[src/rtl/kmeans_centroid_update.sv]
// rtl/kmeans_centroid_update.sv - k-means update half: per-cluster accumulate, divide, centroid store
// Optional CONVERGE_DETECT_EN builds the converged flag; otherwise converged is tied low.
module kmeans_centroid_update #(
  parameter int NUM_CLUSTERS = 4,
  parameter int IDX_W        = 2,
  parameter int COORD_W      = 32,
  parameter int CNT_W        = 16,
  parameter int SUM_W        = COORD_W + CNT_W
) (
  input  logic               clk,
  input  logic               reset,
  input  logic               pt_valid,
  output logic               pt_ready,
  input  logic [COORD_W-1:0] pt_x,
  input  logic [COORD_W-1:0] pt_y,
  input  logic [IDX_W-1:0]   pt_idx,
  input  logic               epoch_end,
  input  logic               init_we,
  input  logic [IDX_W-1:0]   init_id,
  input  logic [COORD_W-1:0] init_x,
  input  logic [COORD_W-1:0] init_y,
  input  logic [IDX_W-1:0]   rd_id,
  output logic [COORD_W-1:0] rd_x,
  output logic [COORD_W-1:0] rd_y,
  output logic               upd_valid,
  output logic [IDX_W-1:0]   upd_id,
  output logic [COORD_W-1:0] upd_x,
  output logic [COORD_W-1:0] upd_y,
  output logic               busy,
  output logic               done,
  output logic               sat_err,
  output logic               converged
);

  localparam logic [2:0] S_ACCUM = 3'd0;
  localparam logic [2:0] S_LOAD  = 3'd1;
  localparam logic [2:0] S_DIV   = 3'd2;
  localparam logic [2:0] S_WRITE = 3'd3;
  localparam logic [2:0] S_NEXT  = 3'd4;

  // Storage spans the full index space so any rd_id/pt_idx value is a legal index;
  // slots at or above NUM_CLUSTERS are never written and read back as zero.
  localparam int NSLOT = 1 << IDX_W;
  localparam int BIT_W = $clog2(SUM_W + 1);
  localparam logic [CNT_W-1:0] CNT_MAX = '1;
  localparam logic [IDX_W-1:0] LAST    = IDX_W'(NUM_CLUSTERS - 1);

  logic [2:0]         state;
  logic [IDX_W-1:0]   c;
  logic [SUM_W-1:0]   sum_x [NSLOT];
  logic [SUM_W-1:0]   sum_y [NSLOT];
  logic [CNT_W-1:0]   cnt   [NSLOT];
  logic [COORD_W-1:0] cen_x [NSLOT];
  logic [COORD_W-1:0] cen_y [NSLOT];
  logic [SUM_W-1:0]   dq_x, dq_y;
  logic [CNT_W-1:0]   rem_x, rem_y, dvs;
  logic [BIT_W-1:0]   bitn;

  logic [CNT_W:0]     tx, ty;
  logic [CNT_W-1:0]   dx, dy;
  logic               ge_x, ge_y, idx_ok;

  // dq holds the shifting dividend; quotient bits enter at the LSB end
  always_comb begin
    tx   = {rem_x, dq_x[SUM_W-1]};
    ty   = {rem_y, dq_y[SUM_W-1]};
    ge_x = tx >= {1'b0, dvs};
    ge_y = ty >= {1'b0, dvs};
    dx   = tx[CNT_W-1:0] - dvs;
    dy   = ty[CNT_W-1:0] - dvs;
  end

  assign idx_ok   = {1'b0, pt_idx} < (IDX_W + 1)'(NUM_CLUSTERS);
  assign pt_ready = (state == S_ACCUM);
  assign busy     = (state != S_ACCUM);
  assign done     = (state == S_NEXT) && (c == LAST);
  assign rd_x     = cen_x[rd_id];
  assign rd_y     = cen_y[rd_id];

  always_ff @(posedge clk) begin
    if (reset) begin
      state     <= S_ACCUM;
      c         <= '0;
      bitn      <= '0;
      dq_x      <= '0;
      dq_y      <= '0;
      rem_x     <= '0;
      rem_y     <= '0;
      dvs       <= '0;
      upd_valid <= 1'b0;
      upd_id    <= '0;
      upd_x     <= '0;
      upd_y     <= '0;
      sat_err   <= 1'b0;
      for (int i = 0; i < NSLOT; i++) begin
        sum_x[i] <= '0;
        sum_y[i] <= '0;
        cnt[i]   <= '0;
        cen_x[i] <= '0;
        cen_y[i] <= '0;
      end
    end else begin
      upd_valid <= 1'b0;
      case (state)
        S_ACCUM: begin
          if (pt_valid && idx_ok) begin
            if (cnt[pt_idx] == CNT_MAX) begin
              sat_err <= 1'b1;
            end else begin
              sum_x[pt_idx] <= sum_x[pt_idx] + SUM_W'(pt_x);
              sum_y[pt_idx] <= sum_y[pt_idx] + SUM_W'(pt_y);
              cnt[pt_idx]   <= cnt[pt_idx] + 1'b1;
            end
          end
          if (init_we) begin
            cen_x[init_id] <= init_x;
            cen_y[init_id] <= init_y;
          end
          if (epoch_end) begin
            state <= S_LOAD;
            c     <= '0;
          end
        end
        S_LOAD: begin
          dq_x  <= sum_x[c];
          dq_y  <= sum_y[c];
          rem_x <= '0;
          rem_y <= '0;
          dvs   <= cnt[c];
          bitn  <= '0;
          state <= (cnt[c] == '0) ? S_NEXT : S_DIV;
        end
        S_DIV: begin
          dq_x  <= {dq_x[SUM_W-2:0], ge_x};
          dq_y  <= {dq_y[SUM_W-2:0], ge_y};
          rem_x <= ge_x ? dx : tx[CNT_W-1:0];
          rem_y <= ge_y ? dy : ty[CNT_W-1:0];
          bitn  <= bitn + 1'b1;
          if (bitn == BIT_W'(SUM_W - 1)) state <= S_WRITE;
        end
        S_WRITE: begin
          cen_x[c]  <= dq_x[COORD_W-1:0];
          cen_y[c]  <= dq_y[COORD_W-1:0];
          upd_valid <= 1'b1;
          upd_id    <= c;
          upd_x     <= dq_x[COORD_W-1:0];
          upd_y     <= dq_y[COORD_W-1:0];
          state     <= S_NEXT;
        end
        S_NEXT: begin
          if (c == LAST) begin
            for (int i = 0; i < NSLOT; i++) begin
              sum_x[i] <= '0;
              sum_y[i] <= '0;
              cnt[i]   <= '0;
            end
            state <= S_ACCUM;
          end else begin
            c     <= c + 1'b1;
            state <= S_LOAD;
          end
        end
        default: state <= S_ACCUM;
      endcase
    end
  end

`ifdef CONVERGE_DETECT_EN
  logic conv_q, changed;

  always_ff @(posedge clk) begin
    if (reset) begin
      conv_q  <= 1'b0;
      changed <= 1'b0;
    end else if (state == S_ACCUM && epoch_end) begin
      conv_q  <= 1'b0;
      changed <= 1'b0;
    end else if (state == S_WRITE) begin
      if (dq_x[COORD_W-1:0] != cen_x[c] || dq_y[COORD_W-1:0] != cen_y[c]) changed <= 1'b1;
    end else if (done) begin
      conv_q <= ~changed;
    end
  end

  assign converged = conv_q;
`else
  assign converged = 1'b0;
`endif

endmodule

[config.mk]
export PLATFORM = sky130hd
export DESIGN_NAME = kmeans_centroid_update
export DESIGN_NICKNAME = d
export VERILOG_FILES = /design/src/rtl/kmeans_centroid_update.sv
export SDC_FILE = /design/constraint.sdc
export NUM_CORES = 2
export LEC_CHECK = 0
export BUFFER_PORTS_ARGS = -buffer_cell sky130_fd_sc_hd__buf_2
export CELL_PAD_IN_SITES_DETAIL_PLACEMENT = 1
export CELL_PAD_IN_SITES_GLOBAL_PLACEMENT = 2
export CORE_MARGIN = 4
export CORE_UTILIZATION = 30
export DETAILED_ROUTE_END_ITERATION = 10
export PLACE_DENSITY_LB_ADDON = 0.1
export SYNTH_ARGS = -nofsm -noshare
export SYNTH_HDL_FRONTEND = slang
export SYNTH_SLANG_ARGS = --single-unit
[constraint.sdc]
create_clock -name clk -period 7.2 [get_ports clk]
set_input_delay 1.08 -clock clk [delete_from_list [all_inputs] [get_ports clk]]
set_output_delay 1.08 -clock clk [all_outputs]
set_load 0.01 [all_outputs]
==> results.md <==
* Fin Setup TNS at 0 ns
* Share of layout cells above drive strength 1 at 0.209
* Clock sinks at 929
* # DRC at 0
* Slowest CP cell: o311ai_0
* FMAX at 0.201 GHz
* Hold buffers post-CTS at 0
* Kind of critical path: primary input to register
* Vias per std cell at 5.15
* All-Layer GR Usage at 0.192
* Synth warnings at 0
* Area occupied by multi-input gates at 0.0185 mm^2
* CTS HTree Levels at 3
* Final Hold Fails at 0
* Final Skew at 0.0468 ns
* Synth Register Bits at 929
* Clock Pin Slew Worst Setup and Hold Paths at 0.06 ns
* Hpwl dp at 99.1 mm
* Core Region at 0.150 mm^2
* Area leader, netlist: edfxtp_1
* Top FF cell, synth: edfxtp_1
* EDFF count, synth at 704
* Total gr overflow at 0
* GPL Wtd Cong at 0.762
* Drt first pass iters at 5
* Status: finished, final reports clean
* ANT nets after route at 0
* WHS at 0.454 ns
* DR iter-0 viols at 1,806
* Global-route wire length before repair at 226 mm
* Routed wire length at 153 mm
* Peak supply drop at 0.000202 V
* Mapped Area at 0.0455 mm^2
* Most frequent CP cell: nor2_1
* Count leader, synth: nor2_1
* Drt wl/cell at 25.6 um
* # resized after CTS at 0
* Initial antenna violation count at 7
* Max_slew headroom at 0.246
* Startpoint Class: primary input
* Combinational family with the most area after synthesis: multiplexers
* Post-synthesis mux area share at 0.147
* Register area share after synthesis at 0.564
* Die area at 0.158 mm^2
* CP max FO at 42
* Ranking of synthesized cells by area: edfxtp_1 (46%), mux4_2 (14%), dfxtp_1 (9.9%)
* Syn nets at 3,904
* Fin nets at 4,110
* Compound-gate portion of the synthesized area at 0.0991
* Num ports at 275
* Post-synth cell types at 70
* Synth Area in Adders at 0.0290
* Post-CTS setup buffer count at 0
* Die Y at 397 um
* Most frequent cells after synthesis: nor2_1 (731), edfxtp_1 (704), mux4_2 (288), nand2_1 (231), a21oi_1 (226)
* Syn Inst Count at 3,662
* Total vias in the final route at 30.8k
* CTS Buf Count at 112
* Initial Utilization at 0.303
* CTS tree: done
* Clock Latency Late Sink at 0.73 ns
* Max Slew Vio Count at 0
* Period utilization at 0.689
* Register area at 0.0257 mm^2
* HP Class: register to register
* Post-synthesis xor/xnor area fraction at 0.0239
* Lkg Pwr at 19.3 nW
* Fill cells at 16.1k
* Post-synth ARST share at 0
* # setup viols final at 0
* Worst setup EP type: register
* Worst Path Buf+Inv at 2
* Worst path arrival time at 5.40 ns
* Row cnt at 142
* Pwr/cell area at 273 mW/mm^2
* Syn Area/Cell at 12.4 um^2
* Yosys top cell area share at 0.465
* Clk buf depth at 3
* Post-synthesis simple-gate area fraction at 0.104
* Cell-by-cell trace of the critical path: clkbuf_8 > buf_4 > mux4_2 > ha_1 > a211oi_1 > nor2_1 > o21bai_1 > nand3_1 > a221oi_1 > o21ai_0 > o311ai_0 > nor2_1
* Worst-Margin Slew at 1.13 ns
* Largest net degree at the start of global routing at 113
* # port buffers at 273
* Fin crit period at 4.96 ns
* Die W at 397 um
* P&R area growth vs syn at 16.3%
* CP required at 7.63 ns
* Top delay family on crit path: compound AO/OA/AOI/OAI gates
* Vias in the first global route at 32.9k
* RSZ-0062 raised after global routing: false
* Slowest stage delay, CP at 0.72 ns
* Max-cap violations at 0
* Clock root cell: clkbuf_16
-- per-layer routing --
metal | vias to the layer above | global-route usage | wire length (um)
met3 | 167 | 0.0238 | 5450
li1 | 14100 | - | -
met5 | - | 0 | 0
met2 | 577 | 0.326 | 74000
met4 | 0 | 0.0416 | 3260
met1 | 15900 | 0.264 | 70300
-- sequential cells by signal, summed over array words and instances, names as in the netlist, 2 cells and up, named ones only --
signal  cells
sum_x     192
sum_y     192
cen_x     128
cen_y     128
cnt        64
dq_x       48
dq_y       48
upd_x      32
upd_y      32
dvs        16
rem_x      16
rem_y      16
bitn        6
state       3
c           2
upd_id      2
-- area by class of cell --
| type | instances | share of cell area |
|---|---|---|
| antenna | 3 | 0.000142 |
| clock buffer | 158 | 0.0595 |
| clock inverter | 54 | 0.0108 |
| inverter | 120 | 0.00861 |
| multi-input combinational | 2366 | 0.350 |
| sequential | 929 | 0.485 |
| tap | 2016 | 0.0477 |
| timing repair buffer | 339 | 0.0383 |
-- stage by stage --
stage	cells	util	power, mW	setup slack, ns	area, um^2
CTS	5982	0.352	14.7	2.18	52900
finish	5985	0.352	14.4	2.24	52900
floorplan	3662	-	7.97	0.446	45500
global route	5983	0.352	15.1	1.82	52900
global placement	5770	0.327	8.84	1.41	49100
detailed placement	5770	0.327	8.85	1.45	49100
-- placed cells by master, fill, tap and decap left out, types with 6 or more instances in the layout --
cell / Yosys / final
and3_1: 12 / 12
nor2b_1: 17 / 17
ha_1: 99 / 99
clkinv_1: 1 / 16
clkbuf_8: 0 / 14
nand2b_1: 15 / 12
buf_2: 17 / 268
mux4_2: 288 / 288
nor4_1: 10 / 10
a21o_1: 35 / 35
buf_12: 0 / 11
o21ai_0: 79 / 79
o21a_1: 15 / 15
edfxtp_1: 704 / 704
nor3_1: 32 / 30
a31oi_1: 13 / 13
bufinv_16: 0 / 10
o21bai_1: 14 / 14
or3_1: 6 / 6
clkbuf_1: 173 / 31
a22o_1: 70 / 70
inv_1: 119 / 119
a22oi_1: 162 / 162
clkinv_2: 0 / 20
and2_1: 9 / 9
a21oi_1: 226 / 223
xor2_1: 53 / 53
buf_4: 3 / 57
o211ai_1: 11 / 11
nand3_1: 34 / 33
nand2_1: 231 / 226
mux2i_1: 17 / 17
clkbuf_16: 0 / 114
nor2_1: 731 / 728
a211oi_1: 16 / 15
nand4_1: 20 / 20
dfxtp_1: 225 / 223
xnor2_1: 71 / 71
-- worst min-delay path: stages (launching register included) --
cell and delay, ns:
dfxtp_1 0.31, nand2_1 0.05, a21oi_1 0.05
-- logic make-up after synthesis --
kind of cell,Yosys count
and+or+nand+nor,1143
DFF,929
AOI/OAI and AO/OA,686
buffers and inverters,367
muxes,309
xor gates and xnor gates,124
adders and majority gates,103
other,1
-- final timing paths --
check / start / endpoint / slack, ns / depth (start not counted)
min reg2reg: dvs[7] / dvs[7] / 0.45 / 2
max: pt_idx[0] / sum_y[0][31] / 2.24 / 12
min: dvs[7] / dvs[7] / 0.45 / 2
max reg2reg: sum_y[3][4] / sum_y[0][27] / 3.06 / 11
-- report_power, final --
group	internal (mW)	leakage (nW)	switching (mW)
Combinational	0.875	8.38	1.55
Clock	3.40	1.82	2.37
Sequential	6.08	9.14	0.164
Note: power is estimated with default switching activity, not from simulation.
